[src/rtl/fir_mac_seq_if.sv]
// rtl/fir_mac_seq_if.sv - sample, coefficient and result signals of the sequential FIR
interface fir_mac_seq_if #(
  parameter int DATA_W = 10,
  parameter int COEF_W = 8,
  parameter int TAPS   = 16,
  parameter int OUT_W  = 10
);
  localparam int ADDR_W = $clog2(TAPS);

  logic [DATA_W-1:0] in_data;
  logic              in_valid;
  logic              in_ready;
  logic              coef_we;
  logic [ADDR_W-1:0] coef_addr;
  logic [COEF_W-1:0] coef_data;
  logic [OUT_W-1:0]  out_data;
  logic              out_valid;
  logic              out_sat;
  logic              busy;

  modport master (
    output in_data, in_valid, coef_we, coef_addr, coef_data,
    input  in_ready, out_data, out_valid, out_sat, busy
  );

  modport slave (
    input  in_data, in_valid, coef_we, coef_addr, coef_data,
    output in_ready, out_data, out_valid, out_sat, busy
  );
endinterface

[src/rtl/fir_mac_seq.sv]
// rtl/fir_mac_seq.sv - TAPS-tap FIR, one time-shared MAC per clock, rounding shift and saturation
module fir_mac_seq #(
  parameter int DATA_W = 10,
  parameter int COEF_W = 8,
  parameter int TAPS   = 16,
  parameter int OUT_W  = 10,
  parameter int SHIFT  = 0
) (
  input logic          CLOCK_50,
  input logic          KEY0,
  fir_mac_seq_if.slave bus
);
  localparam int ADDR_W = $clog2(TAPS);
  localparam int ACC_W  = DATA_W + COEF_W + $clog2(TAPS);
  localparam int RND_W  = ACC_W + 1;
  localparam int RND_SH = (SHIFT > 0) ? SHIFT - 1 : 0;
  localparam logic [RND_W-1:0] RND = (SHIFT > 0) ? (RND_W'(1) << RND_SH) : '0;

  localparam logic [1:0] S_IDLE = 2'd0;
  localparam logic [1:0] S_MAC  = 2'd1;
  localparam logic [1:0] S_DONE = 2'd2;

  logic [1:0]        state;
  logic [DATA_W-1:0] dly  [TAPS];
  logic [COEF_W-1:0] coef [TAPS];
  logic [ACC_W-1:0]  acc;
  logic [ADDR_W-1:0] k;
  logic [ACC_W-1:0]  prod;
  logic [RND_W-1:0]  rounded;
  logic [RND_W-1:0]  shifted;
  logic              sat;
  logic              accept;
  logic              coef_wr;

  // in_ready is gated by KEY0 so the source sees 0 for the whole reset pulse
  assign bus.in_ready = KEY0 && (state == S_IDLE);
  assign bus.busy     = (state != S_IDLE);
  assign accept       = bus.in_valid && bus.in_ready;
  assign coef_wr      = (state == S_IDLE) && bus.coef_we &&
                        ({1'b0, bus.coef_addr} < (ADDR_W + 1)'(TAPS));

  assign prod = ACC_W'(dly[k]) * ACC_W'(coef[k]);

  always_comb begin
    rounded = {1'b0, acc} + RND;
    shifted = rounded >> SHIFT;
    sat     = |(shifted >> OUT_W);
  end

  always_ff @(posedge CLOCK_50) begin
    if (!KEY0) begin
      state         <= S_IDLE;
      acc           <= '0;
      k             <= '0;
      bus.out_data  <= '0;
      bus.out_valid <= 1'b0;
      bus.out_sat   <= 1'b0;
      for (int i = 0; i < TAPS; i++) begin
        dly[i]  <= '0;
        coef[i] <= COEF_W'(1);
      end
    end else begin
      bus.out_valid <= 1'b0;
      // a same-edge sample sees this coefficient, since MAC starts one edge later
      if (coef_wr) coef[bus.coef_addr] <= bus.coef_data;
      case (state)
        S_IDLE: begin
          if (accept) begin
            dly[0] <= bus.in_data;
            for (int i = 1; i < TAPS; i++) dly[i] <= dly[i-1];
            acc   <= '0;
            k     <= '0;
            state <= S_MAC;
          end
        end
        S_MAC: begin
          acc <= acc + prod;
          k   <= k + 1'b1;
          if (k == ADDR_W'(TAPS - 1)) state <= S_DONE;
        end
        S_DONE: begin
          bus.out_data  <= sat ? '1 : OUT_W'(shifted);
          bus.out_sat   <= sat;
          bus.out_valid <= 1'b1;
          state         <= S_IDLE;
        end
        default: state <= S_IDLE;
      endcase
    end
  end
endmodule

[src/flat_wrapper.sv]
// flat-port wrapper written by rule: the top's interface ports become plain ports
module fir_mac_seq_flat 
#(
  parameter int DATA_W = 10,
  parameter int COEF_W = 8,
  parameter int TAPS   = 16,
  parameter int OUT_W  = 10,
  parameter int SHIFT  = 0
)
  (CLOCK_50, KEY0, bus_in_data, bus_in_valid, bus_coef_we, bus_coef_addr, bus_coef_data, bus_in_ready, bus_out_data, bus_out_valid, bus_out_sat, bus_busy);
  fir_mac_seq_if #(.DATA_W(DATA_W), .COEF_W(COEF_W), .TAPS(TAPS), .OUT_W(OUT_W)) bus_i ();
  input logic CLOCK_50;
  input logic KEY0;
  input wire logic [$bits(bus_i.in_data)-1:0] bus_in_data;
  input wire logic [$bits(bus_i.in_valid)-1:0] bus_in_valid;
  input wire logic [$bits(bus_i.coef_we)-1:0] bus_coef_we;
  input wire logic [$bits(bus_i.coef_addr)-1:0] bus_coef_addr;
  input wire logic [$bits(bus_i.coef_data)-1:0] bus_coef_data;
  output wire logic [$bits(bus_i.in_ready)-1:0] bus_in_ready;
  output wire logic [$bits(bus_i.out_data)-1:0] bus_out_data;
  output wire logic [$bits(bus_i.out_valid)-1:0] bus_out_valid;
  output wire logic [$bits(bus_i.out_sat)-1:0] bus_out_sat;
  output wire logic [$bits(bus_i.busy)-1:0] bus_busy;
  assign bus_i.in_data = bus_in_data;
  assign bus_i.in_valid = bus_in_valid;
  assign bus_i.coef_we = bus_coef_we;
  assign bus_i.coef_addr = bus_coef_addr;
  assign bus_i.coef_data = bus_coef_data;
  assign bus_in_ready = bus_i.in_ready;
  assign bus_out_data = bus_i.out_data;
  assign bus_out_valid = bus_i.out_valid;
  assign bus_out_sat = bus_i.out_sat;
  assign bus_busy = bus_i.busy;
  fir_mac_seq #(.DATA_W(DATA_W), .COEF_W(COEF_W), .TAPS(TAPS), .OUT_W(OUT_W), .SHIFT(SHIFT)) u_core (.CLOCK_50(CLOCK_50), .KEY0(KEY0), .bus(bus_i));
endmodule
[config.mk]
export PLATFORM = sky130hd
export DESIGN_NAME = fir_mac_seq_flat
export DESIGN_NICKNAME = d
export VERILOG_FILES = /design/src/rtl/fir_mac_seq_if.sv /design/src/rtl/fir_mac_seq.sv /design/src/flat_wrapper.sv
export SDC_FILE = /design/constraint.sdc
export NUM_CORES = 1
export LEC_CHECK = 0
export CAP_MARGIN = 20
export CORE_ASPECT_RATIO = 0.8
export CORE_MARGIN = 2
export CORE_UTILIZATION = 45
export DETAILED_ROUTE_END_ITERATION = 8
export PLACE_DENSITY_LB_ADDON = 0.25
export SLEW_MARGIN = 40
export SYNTH_ARGS = -nofsm -noshare
export SYNTH_HDL_FRONTEND = slang
export SYNTH_SLANG_ARGS = --single-unit
[constraint.sdc]
create_clock -name CLOCK_50 -period 10.21 [get_ports CLOCK_50]
set_input_delay 1.021 -clock CLOCK_50 [delete_from_list [all_inputs] [get_ports CLOCK_50]]
set_output_delay 1.021 -clock CLOCK_50 [all_outputs]
set_load 0.005 [all_outputs]
==> qor.yml <==
async_flop_share_pct: 0
ys_ff_latch: 332
vias: 10650
post_cts_buffers: 0
p_per_area_nw_per_um2: 196.1
synthCells: 1341
hpwl_um: 26480
syn_area_um2: 17880
critPathMaxStageDelay_ps: 810
synth_edf_count: 288
busiest_layer: "met1"
die_area_um2: 41360
tightest_slew_ps: 848.1
drive_above_1_share_pct: 12.42
grt.met2_usage_pct: 28.87
fmax_mhz: 147.4
clock_latency_ps: 550
path_clk_slew_ps: 60
die_w_um: 226.9
clock-sinks: 332
wirelength_um: 39520
drt-vias-per-instance: 5.543
wl_per_cell_um: 20.57
final_common_cell: "edfxtp_1"
cts_buffer_depth: 3
synth_area_per_cell_um2: 13.34
cp_top_family: "adder cells"
setup_viol: 0
cts_buffers: 35
grt_max_degree: 88
met1_usage_pct: 30.77
portBuffers: 39
rows: 65
synth_warnings: 0
final_cell_mix: "edfxtp_1, and2_1, inv_1, and3_1, mux4_2"
ys_types: 48
crit_buf_inv: 5
cts_htree_levels: 2
drv_slew: 0
start_kind: "register"
firstDrtPassIters: 5
finalHoldViolCount: 0
relSlewSlack_pct: 43.46
status: "completed"
leakage_nw: 7.858
syn-num-nets: 1475
critical_path_class: "register to register"
overflow: 0
min_period_ps: 6786
cp.arrival_ps: 7210
route.detailed.drc: 0
cts_resized: 0
crit_path_end_kind: "register"
slowest_stage: "dfxtp_4"
required_ps: 10630
drt-initial-drc-count: 1035
setup-tns-final_ps: 0
synth_seq_area_share_pct: 53.28
finClkSkew_ps: 18.83
utilization_pct: 50.72
ioPinCount: 40
area_growth_pct: 11.40
core-area_um2: 39280
ys.flop_type: "edfxtp_1"
antenna_found_initial: 0
detail-route-antenna-nets: 0
rsz0062_at_grt: "no"
max-cap-violations: 0
root_buffer: "clkbuf_16"
fp.dieH_um: 182.3
grt_usage_pct: 19.78
place.gp.congestion: 0.8826
start_util_pct: 45.53
worstPathCellList: "buf_6 > mux4_2 > mux4_2 > and2_1 > fa_1 > inv_1 > fa_1 > inv_1 > fa_1 > inv_1 > fa_1 > inv_1 > ha_1 > o21ai_0 > a21oi_1 > a41oi_1 > o31ai_1 > a31oi_1 > nand3b_1"
ir_drop_v: 0.0001548
worst_hold_path_type: "register to register"
critPathMaxFanout: 38
grt_pass1_vias: 10490
layout_worst_path_cycle_share_pct: 66.46
cts_hold_buffers: 0
nets: 1492
diodes: 0
cts_tree: "done"
use_met3_pct: 3.011
grt_pass1_wl_um: 62220
## tightest hold or removal path: cells and delay by family (launching register included)
| kind | cells | cell delay [ps] |
|---|---|---|
| simple gates | 1 | 60 |
| flops | 1 | 310 |
| compound gates | 1 | 70 |
## logic make-up after synthesis
| logic type | count (synthesis) | share of synthesized area (%) |
|---|---|---|
| AO/OA/AOI/OAI | 101 | 3.610 |
| flip-flops | 332 | 53.28 |
| XOR/XNOR | 9 | 0.4407 |
| adder cells (fa/ha/maj) | 108 | 10.24 |
| multiplexers | 105 | 12.17 |
| buffers and inverters | 199 | 4.415 |
| AND/OR/NAND/NOR | 487 | 15.83 |
## power breakdown
part           total, mW  switching (mW)  leakage [nW]  internal (mW)
combinational       1.05           0.635          4.02          0.412
clock               1.22           0.544         0.530          0.680
sequential          1.64          0.0653          3.31           1.57
total               3.91            1.24          7.86           2.66
## flip-flops by register name (all words and copies together), names as in the netlist, named ones only
signal                cells
u_core.bus.out_sat        1
u_core.coef             128
u_core.bus.out_valid      1
u_core.state              2
u_core.dly              160
u_core.k                  4
u_core.bus.out_data      10
u_core.acc               22
## area by class of cell
class	instances	area, µm²
multi-input cells	810	7587
clock buffers	44	929.6
clock inverters	20	165.2
flip-flops and latches	332	9537
fillers	3368	19360
repair buffers	61	590.6
well taps	536	670.6
inverters	118	442.9
## stage by stage
stage / hold WS [ps] / instance area [µm²] / instances / worst slack, ps / total power [mW]
3_5_place_dp: 483.4 / 18800 / 1856 / 3167 / 2.690
6_report: 492.8 / 19920 / 1921 / 3424 / 3.907
2_1_floorplan: 446.5 / 17880 / 1341 / 4564 / 2.405
5_1_grt: 520.8 / 19920 / 1921 / 2917 / 4.138
3_3_place_gp: 473.9 / 18740 / 1853 / 3258 / 2.666
4_1_cts: 494.2 / 19890 / 1920 / 3148 / 3.927
## worst paths after layout
| path | slack (ps) | to | startpoint | depth (start not counted) |
|---|---|---|---|---|
| hold reg to reg | 490 | u_core.bus.out_sat | u_core.bus.out_sat | 2 |
| hold / removal | 490 | u_core.bus.out_sat | u_core.bus.out_sat | 2 |
| setup / recovery | 3420 | u_core.acc[19] | register | 19 |
| setup reg to reg | 3420 | u_core.acc[19] | register | 19 |
## routing by layer
layer | up-vias | share of wire (%)
li1 | 4834 | -
met4 | 0 | 2.2
met5 | - | 0
met2 | 340 | 44
met1 | 5412 | 48
met3 | 62 | 5.9
## synthesized netlist by cell type, drive strengths merged, types with 5 or more instances
cell / count / area, µm²
fa: 64 / 1281
a21oi: 19 / 95.09
nand2: 57 / 214.0
mux4: 90 / 2027
a21boi: 12 / 90.09
and2: 226 / 1414
nand3: 10 / 50.05
inv: 118 / 442.9
or3: 14 / 87.58
nor3: 10 / 55.05
nor2: 26 / 97.59
o21ai: 34 / 170.2
dfxtp: 44 / 880.8
nand2b: 19 / 118.9
edfxtp: 288 / 8648
buf: 16 / 102.6
a21o: 6 / 45.04
clkbuf: 65 / 244.0
ha: 44 / 550.5
nand4: 8 / 50.05
and3: 103 / 644.4
a22o: 5 / 43.79
mux2i: 15 / 150.1
xnor2: 5 / 43.79
Note: power is estimated with default switching activity, not from simulation.
